## src/rtl/psx_irq_ctrl.sv

```systemverilog
// psx_irq_ctrl: interrupt status/mask controller for a PSX-style system bus.
//
// Each of NUM_SRC request lines is either edge- or level-sensitive, selected
// per bit by LEVEL_MASK. Events latch into STAT. STAT is cleared by writing 0
// and set by software via FORCE. MASK gates STAT into a registered CPU
// interrupt request.
//
// Optional feature: define PSX_IRQ_VEC_EN to build a registered lowest-index
// vector encoder driving vec_o / vec_valid_o. Without it both outputs are tied
// to zero and no encoder is built.
module psx_irq_ctrl #(
    parameter int          NUM_SRC    = 11,
    parameter logic [15:0] LEVEL_MASK = 16'h0000
) (
    input  logic               sys_clk,
    input  logic               rst,
    input  logic [NUM_SRC-1:0] irq_i,
    input  logic               wen,
    input  logic [1:0]         ben,
    input  logic [1:0]         addr,
    input  logic [15:0]        data_i,
    output logic [31:0]        stat_o,
    output logic [31:0]        mask_o,
    output logic               irq_o,
    output logic [3:0]         vec_o,
    output logic               vec_valid_o
);

    localparam logic [1:0] ADDR_STAT  = 2'd0;
    localparam logic [1:0] ADDR_MASK  = 2'd1;
    localparam logic [1:0] ADDR_FORCE = 2'd2;

    // Registered state
    logic [NUM_SRC-1:0] prev_q;
    logic [NUM_SRC-1:0] stat_q;
    logic [NUM_SRC-1:0] mask_q;
    logic               irq_q;

    // Next-state and decode
    logic [NUM_SRC-1:0] stat_d;
    logic [NUM_SRC-1:0] mask_d;
    logic               irq_d;
    logic [NUM_SRC-1:0] set_vec;
    logic [NUM_SRC-1:0] pending;
    logic [15:0]        lane_en16;
    logic [NUM_SRC-1:0] lane_en;
    logic [NUM_SRC-1:0] data_src;
    logic [NUM_SRC-1:0] clr_keep;
    logic [NUM_SRC-1:0] force_bits;
    logic               stat_wr;
    logic               mask_wr;
    logic               force_wr;

    // Bits above NUM_SRC have no storage, so the upper data/lane bits are
    // intentionally dropped; fold them here so they are not flagged as unused.
    logic               unused_hi;

    // Byte lanes expand to a per-bit enable; only the implemented bits matter.
    assign lane_en16 = {{8{ben[1]}}, {8{ben[0]}}};
    assign lane_en   = lane_en16[NUM_SRC-1:0];
    assign data_src  = data_i[NUM_SRC-1:0];
    assign unused_hi = ^{data_i, lane_en16};

    // Reserved address 3 decodes to nothing, so writes there are dropped.
    assign stat_wr  = wen && (addr == ADDR_STAT);
    assign mask_wr  = wen && (addr == ADDR_MASK);
    assign force_wr = wen && (addr == ADDR_FORCE);

    // Per-source set condition: level sources set every cycle they are high,
    // edge sources only on a rising transition versus the previous sample.
    genvar gi;
    generate
        for (gi = 0; gi < NUM_SRC; gi++) begin : g_src
            if (LEVEL_MASK[gi]) begin : g_level
                assign set_vec[gi] = irq_i[gi];
            end else begin : g_edge
                assign set_vec[gi] = irq_i[gi] & ~prev_q[gi];
            end
        end
    endgenerate

    // Write-0-to-clear only acts on enabled lanes; disabled lanes keep all ones.
    assign clr_keep   = stat_wr  ? (data_src | ~lane_en) : {NUM_SRC{1'b1}};
    assign force_bits = force_wr ? (data_src & lane_en)  : {NUM_SRC{1'b0}};

    // Hardware sets are OR-ed in after the clear so a coincident event wins.
    assign stat_d = (stat_q & clr_keep) | force_bits | set_vec;

    // Mask loads only the enabled lanes and holds the rest.
    assign mask_d = mask_wr ? ((mask_q & ~lane_en) | (data_src & lane_en)) : mask_q;

    // The interrupt request is computed from the already-registered state,
    // giving one cycle of latency after STAT/MASK change.
    assign pending = stat_q & mask_q;
    assign irq_d   = |pending;

    // Core state: input history, status, mask and interrupt request.
    always_ff @(posedge sys_clk or posedge rst) begin
        if (rst) begin
            prev_q <= '0;
            stat_q <= '0;
            mask_q <= '0;
            irq_q  <= 1'b0;
        end else begin
            prev_q <= irq_i;
            stat_q <= stat_d;
            mask_q <= mask_d;
            irq_q  <= irq_d;
        end
    end

    assign stat_o = {{(32 - NUM_SRC){1'b0}}, stat_q};
    assign mask_o = {{(32 - NUM_SRC){1'b0}}, mask_q};
    assign irq_o  = irq_q;

`ifdef PSX_IRQ_VEC_EN
    logic [3:0] vec_q;
    logic [3:0] vec_d;

    // Lowest-index priority encoder: scan downward so the lowest hit is last.
    always_comb begin
        vec_d = 4'd0;
        for (int i = NUM_SRC - 1; i >= 0; i--) begin
            if (pending[i]) begin
                vec_d = 4'(i);
            end
        end
    end

    // Vector is registered alongside irq_q so both refer to the same cycle.
    always_ff @(posedge sys_clk or posedge rst) begin
        if (rst) begin
            vec_q <= 4'd0;
        end else begin
            vec_q <= vec_d;
        end
    end

    assign vec_o       = vec_q;
    assign vec_valid_o = irq_q;
`else
    assign vec_o       = 4'd0;
    assign vec_valid_o = 1'b0;
`endif

endmodule

```

## config.mk

```make
export PLATFORM = sky130hd
export DESIGN_NAME = psx_irq_ctrl
export DESIGN_NICKNAME = d
export VERILOG_FILES = /design/src/rtl/psx_irq_ctrl.sv
export SDC_FILE = /design/constraint.sdc
export NUM_CORES = 1
export LEC_CHECK = 0
export BUFFER_PORTS_ARGS = -buffer_cell sky130_fd_sc_hd__buf_4
export CAP_MARGIN = 0
export CORE_MARGIN = 2
export CORE_UTILIZATION = 42
export DETAILED_ROUTE_END_ITERATION = 8
export PLACE_DENSITY = 0.79
export SLEW_MARGIN = 15
export SYNTH_ARGS = -nofsm -noshare
export SYNTH_HDL_FRONTEND = slang
export SYNTH_SLANG_ARGS = --single-unit
```

## constraint.sdc

```tcl
create_clock -name sys_clk -period 1.3 [get_ports sys_clk]
set_clock_uncertainty 0.05 [all_clocks]
set_input_delay 0.26 -clock sys_clk [delete_from_list [all_inputs] [get_ports sys_clk]]
set_output_delay 0.26 -clock sys_clk [all_outputs]
set_load 0.03 [all_outputs]
```

======== Word-level counts from Yosys, hierarchy flattened ========
Index checks and enable logic that the tools add are counted.
storage, ports and cells
  output and inout port bits .............. 70
  flip-flop bits (word level) ............. 34
operators by class
  eq/ne operators ......................... 2
  mux-type cells .......................... 2
  bitwise logic cells ..................... 31
  reductions and logical operators ........ 5
operators by type and width
  kind                                                              count
  11-bit AND                                                        4
  11-bit OR                                                         4
  11-bit 2-to-1 mux                                                 2
  1-bit AND                                                         11
  1-bit NOT                                                         11
  11-bit NOT                                                        1
  11-bit OR reduction                                               1
  1-bit logical AND                                                 3
  2-bit by 1-bit == test with 1-bit output (second input constant)  1
  2-bit == test (second input constant)                             1
  2-bit logical NOT                                                 1

======== Logic depth before layout (Yosys ltp) ========
Gate-level depths: netlist of the first run.
  depth after elaboration ................. 6
  mapped depth ............................ 4
  mapped depth without buffers ............ 4

======== Worst setup path before layout of the first run ========
No wires, ideal clock.
  kind .................................... reg2reg
  from .................................... register with a tool-made name
  to ...................................... register irq_q, in the netlist irq_o
  buffers on the path ..................... 0
  arrival time ............................ 1124 ps
  library setup time ...................... 131 ps
  cell stages (with the launch flop) ...... 5
  slack ................................... -6 ps
  path through ............................ dfrtp_1 -> a22o_1 -> a221oi_1 -> and3_1 -> nand2_1
RTL lines
  what                  line  text
  to (signal assigned)  108   irq_q <= irq_d;
  to (decl)             37    logic irq_q;

======== Worst setup path after layout of the first run ========
  from .................................... register stat_q[4]
  to ...................................... output stat_o[4]
RTL lines
  what                    line  text
  from (decl)             35    logic [NUM_SRC-1:0] stat_q;
  from (signal assigned)  106   stat_q <= stat_d;
  to (decl)               22    output logic [31:0] stat_o,
No word-level cell between the ends.

==> out/qor.txt, run 1 <==
Final worst-path cycle share -> 95.9%
Tot Pwr -> 3.26 mW
Primary FF master, synth -> dfrtp_1
Yosys reg bits -> 34
Via density -> 4.34
CTS tree -> built
Routability Congestion -> 0.747
RR Endpoint -> irq_o$_DFF_PP0_
Hold depth -> 1
Lkg Pwr -> 1.06 nW
Type of the worst min-delay path -> in2reg
Crit end category -> primary output
Routed WL per cell -> 12.6 um
Post-layout min period -> 1.25 ns
Antenna violations before repair -> 0
Mean Syn Cell Area -> 10.9 um2
R2r setup slk -> 0.09 ns
Core area -> 3740 um2
Global-route wire length before repair -> 5.03 mm
Hold Slack -> 0.0411 ns
Tot GR Track Use -> 15.9%
Hold Fails Final Rpt -> 0
Clk root buf -> clkbuf_8
Area contributors post-synth -> dfrtp_1 51%, buf_4 22%, mux2_2 7.4%
Std-Cell Rows -> 22
Placed cells -> 255
Share of synthesized flip-flops with an asynchronous set or reset -> 100%
Synth Area in Simple Gates -> 7.40%
Synth Area in Adders -> 0%
Area of the die -> 4510 um2
PortBufs -> 51
Worst-case clock buffer depth -> 2
Netlist cell types -> 18
Htree depth -> 2
R2R cell count -> 4
Final WL -> 3.32 mm
DRT antenna net count -> 0
Hold Startpoint -> irq_i[7]
Compound-gate portion of the synthesized area -> 9.94%
Initial Util -> 44.7%
Status -> complete, no violations
Core Util, Final -> 55.4%
Remaining DRCs -> 0
Synth top cells by count -> 48 x buf_4, 34 x dfrtp_1, 12 x inv_1, 12 x nor2_1
Worst-path clk slew -> 0.06 ns
Synth warn -> 0
Largest net degree at the start of global routing -> 35
TNS Setup -> 0 ns
Total CTS buffers -> 5
CP Launch Type -> flop
Sequential-to-total area share from yosys stat -> 50.8%
ANT cells -> 0
Xor/xnor cell area share of the yosys netlist -> 0%
CP Max Fanout -> 3
Biggest area consumer among synthesized cells -> dfrtp_1
Net count, final -> 249
Max VDD drop -> 1040 uV
Maxcap violations -> 0
WP data arrival -> 0.94 ns
Hold endpoint -> prev_q[7]$_DFF_PP0_
Layout cell share with drive strength beyond 1 -> 35.8%
Cell count after synthesis -> 154
Die X -> 67.1 um
Power Density -> 1570 nW/um2
Synthesized area -> 1670 um2
Max-slew violation count -> 0
# IOs -> 104
GRT overflow -> 0
Worst skew pair latency -> 0.28 ns
FMAX -> 802 MHz
Post-synthesis mux area share -> 7.40%
EDFF count, synth -> 0
Vias in the first global route -> 1029
Critical path class -> reg2out
Die Ht -> 67.1 um
Most frequent cell after synthesis -> buf_4
Synth-to-Final Area Change -> 23.8%
Clock sinks -> 34
DRT iter0 DRCs -> 18
Non-filler cells, final -> 263
Setup violations, final -> 0
Vias -> 1141
Detailed Place HPWL -> 2.57 mm
CP required -> 0.99 ns
Synth top area share -> 50.8%
Drt pass-1 iters -> 6
Largest family of logic cells by synthesized area -> buffers and inverters
RSZ-0062 raised after global routing -> false
[cell families after synthesis]
family | Yosys count
buf+inv | 60
flops | 34
compound gates | 27
simple gates | 21
mux | 11
other cells | 1
[cell type report]
| type | count | area (um2) |
|---|---|---|
| clock buffers | 7 | 76.3 |
| flip-flops and latches | 34 | 852 |
| inverters | 12 | 45.0 |
| multi-input cells | 106 | 597 |
| fillers | 361 | 1670 |
| well taps | 48 | 60.1 |
| repair buffers | 56 | 443 |
[worst max-delay path by stage]
stage | from | endpoint | slack (ns) | cells after the start
2_1_floorplan | stat_q[4]$_DFF_PP0_ | irq_o$_DFF_PP0_ | 0.004 | 4
3_3_place_gp | flop | irq_o$_DFF_PP0_ | 0.08 | 4
3_5_place_dp | addr[1] | stat_q[4]$_DFF_PP0_ | 0.05 | 6
4_1_cts | stat_q[4]$_DFF_PP0_ | stat_o[4] | 0.02 | 2
5_1_grt | stat_q[4]$_DFF_PP0_ | stat_o[4] | 0.01 | 2
6_report | stat_q[4]$_DFF_PP0_ | stat_o[4] | 0.05 | 2
[metrics by stage]
step / worst slack [ns] / instance area, um2
detailed placement: 0.0531 / 1970
CTS: 0.0152 / 2060
global route: 0.0127 / 2070
finish: 0.0538 / 2070
floorplan: 0.00353 / 1850
global placement: 0.0786 / 1970
[power by group]
part	leakage, nW	switching, mW	internal [mW]
sequential	0.386	0.155	1.23
combinational	0.635	0.722	0.437
clock	0.0383	0.345	0.368
total	1.06	1.22	2.03
[cells in the final DEF (no fill, tap or decap)]
master,n
clkbuf_8,5
mux2_2,11
a22o_1,1
a221oi_2,1
nor2_1,12
buf_4,52
nand3_1,3
a22oi_1,2
clkbuf_1,2
a21oi_1,11
o22ai_1,11
nor2b_4,1
buf_6,2
dfrtp_2,1
inv_1,12
dfrtp_1,33
conb_1,47
and3_1,1
buf_12,1
nand2_1,1
nand3_4,1
dlygate4sd3_1,1
a222oi_1,1
and4b_2,2
[critical path: stages (launching register included)]
cell and delay, ns:
dfrtp_1 0.38, buf_4 0.15, buf_6 0.13
[repair_timing]
action | in CTS | in global routing
resized for setup | 0 | 3
hold endpoints to repair | 34 | 0
endpoints found under the setup margin | 0 | 3
hold buffers | 1 | 0
buffers inserted | 0 | 0
[metal layers]
| metal | vias to the layer above | global-route usage [%] | part of all wire [%] |
|---|---|---|---|
| met1 | 539 | 19.1 | 36 |
| met4 | 0 | 8.42 | 1.6 |
| met5 | - | 0 | 0 |
| met2 | 55 | 25.6 | 55 |
| li1 | 542 | - | - |
| met3 | 5 | 4.67 | 7.3 |
Note: power is estimated with default switching activity, not from simulation.
==> run 2, diff against run 1 <==
--- a/config.mk
+++ b/config.mk
@@ -7,6 +7,7 @@
 export LEC_CHECK = 0
 export BUFFER_PORTS_ARGS = -buffer_cell sky130_fd_sc_hd__buf_4
 export CAP_MARGIN = 0
+export CORE_ASPECT_RATIO = 0.9
 export CORE_MARGIN = 2
 export CORE_UTILIZATION = 42
 export DETAILED_ROUTE_END_ITERATION = 8
==> out/qor.txt, run 2 (synthesis gave the netlist of run 1 again) <==
R2r setup slk -> 0.09 ns (about the same)
Tot Pwr -> 3.35 mW (+3.0%)
Net count, final -> 250 (+0.40%)
Max VDD drop -> 776 uV (-25%)
Power Density -> 1600 nW/um2 (+1.7%)
Synth-to-Final Area Change -> 25.5%
Critical-path top delay cell -> dfrtp_1
FMAX -> 791 MHz (-1.5%)
Htree depth -> 2 (unchanged)
WP buf/inv -> 2 (unchanged)
Largest net degree at the start of global routing -> 35 (unchanged)
# IOs -> 104 (unchanged)
Worst-case clock buffer depth -> 2 (unchanged)
Total CTS buffers -> 5 (unchanged)
ANT cells -> 0 (unchanged)
Hold Fails Final Rpt -> 0 (unchanged)
DP Worst Slack -> 0.0572 ns (+0.00410 ns)
Worst-path clk slew -> 0.07 ns (about the same)
DRT antenna net count -> 0 (unchanged)
R2R cell count -> 4 (unchanged)
Clk root buf -> clkbuf_8
DRT iter0 DRCs -> 47 (+29)
Design Area, Final -> 2100 um2 (+1.3%)
Area of the die -> 4510 um2 (about the same)
Lkg Pwr -> 1.08 nW (+1.6%)
Max-slew violation count -> 0 (unchanged)
Fin worst setup slack -> 0.0354 ns (-0.0184 ns)
PortBufs -> 51 (unchanged)
Critical path class -> reg2out
Hold Startpoint -> irq_i[0]
Maxcap violations -> 0 (unchanged)
Post-layout min period -> 1.26 ns (+0.0184 ns)
WP data arrival -> 0.95 ns (about the same)
Core Util, Final -> 55.5% (+0.14 points)
Family with the most delay on the worst path -> flip-flops
CP Max Fanout -> 3 (unchanged)
Via density -> 4.46 (+2.8%)
Crit end category -> primary output
Commonest non-fill, non-tap cell in the layout -> buf_4
Vias in the first global route -> 1118 (+8.6%)
Hold depth -> 1 (unchanged)
Post-CTS Setup Bufs -> 0 (unchanged)
Final worst-path cycle share -> 97.3% (+1.4 points)
Detailed Place HPWL -> 2.53 mm (-1.8%)
Worst skew pair latency -> 0.28 ns (about the same)
Initial Util -> 44.2% (-0.47 points)
Drt pass-1 iters -> 4 (-2)
Core area -> 3780 um2 (+1.1%)
GRT overflow -> 0 (unchanged)
Type of the worst min-delay path -> in2reg
Critical Path, Cell by Cell -> buf_4 > buf_6
RR Endpoint -> irq_o$_DFF_PP0_
Vias -> 1173 (+2.8%)
Tot GR Track Use -> 16.3% (+0.45 points)
Dpl cell area -> 1980 um2 (+0.25%)
Die Ht -> 63.9 um (-4.8%)
Status -> complete, no violations
Routed WL per cell -> 12.9 um (+1.9%)
Global-route wire length before repair -> 5.53 mm (+9.9%)
Remaining DRCs -> 0 (unchanged)
Layout cell share with drive strength beyond 1 -> 36.9% (+1.1 points)
CP Launch Type -> flop
Most frequent cells in the layout -> 51 x buf_4, 47 x conb_1, 33 x dfrtp_1, 12 x inv_1, 12 x nor2_1
CTS tree -> built
Routability Congestion -> 0.801 (+7.3%)
Setup violations, final -> 0 (unchanged)
CP max stage delay -> 0.39 ns (about the same)
Antenna violations before repair -> 0 (unchanged)
Hold endpoint -> prev_q[0]$_DFF_PP0_
Die X -> 70.6 um (+5.1%)
Std-Cell Rows -> 21 (-4.5%)
CP required -> 0.99 ns (about the same)
Clock sinks -> 34 (unchanged)
Final WL -> 3.39 mm (+1.9%)
==> run 2: report_power, final <==
part           internal (mW)  total, mW  leakage (nW)  switching [mW]
logic                  0.453       1.18         0.642           0.725
clock network          0.427      0.793        0.0482           0.366
registers               1.23       1.38         0.386           0.155
total                   2.11       3.35          1.08            1.25
==> run 2: timing repair <==
| item | in CTS | in global routing |
|---|---|---|
| setup endpoints to repair | 0 | 4 |
| resized for setup | 0 | 5 |
| hold buffers | 1 | 0 |
| hold endpoints to repair | 34 | 0 |
==> run 2: routing by layer <==
metal  share of wire [%]  vias to the layer above  GRT usage (%)
li1                    -                      550              -
met1                  41                      555           21.2
met2                  48                       61           23.9
met3                 9.3                        7           7.41
met4                 1.6                        0           6.13
met5                   0                        -              0
==> run 2: stage by stage <==
stage,setup TNS [ns],instances,hold WS [ns]
6_report,0,263,0.0356
5_1_grt,-0.00407,263,0.0150
4_1_cts,0,263,0.0284
3_5_place_dp,0,254,0.281
3_3_place_gp,0,254,0.276
2_1_floorplan,0,200,0.241
==> run 2: worst max path at each step <==
stage | from | end | depth (start not counted) | slack, ns
after global routing | stat_q[4]$_DFF_PP0_ | stat_o[4] | 2 | -0.004
after floorplan | stat_q[4]$_DFF_PP0_ | irq_o$_DFF_PP0_ | 4 | 0.004
after detailed placement | flop | irq_o$_DFF_PP0_ | 4 | 0.06
after CTS | flop | mask_o[4] | 2 | 0.006
final | stat_q[4]$_DFF_PP0_ | stat_o[4] | 2 | 0.04
after global placement | flop | irq_o$_DFF_PP0_ | 4 | 0.08
==> run 2: cell type report <==
cell class / instances / area (um2)
Clock buffer: 7 / 86.3
Clock inverter: 1 / 5.00
Fill cell: 366 / 1680
Inverter: 12 / 45.0
Multi-Input combinational cell: 106 / 597
Sequential cell: 34 / 852
Tap cell: 46 / 57.6
Timing Repair Buffer: 57 / 458
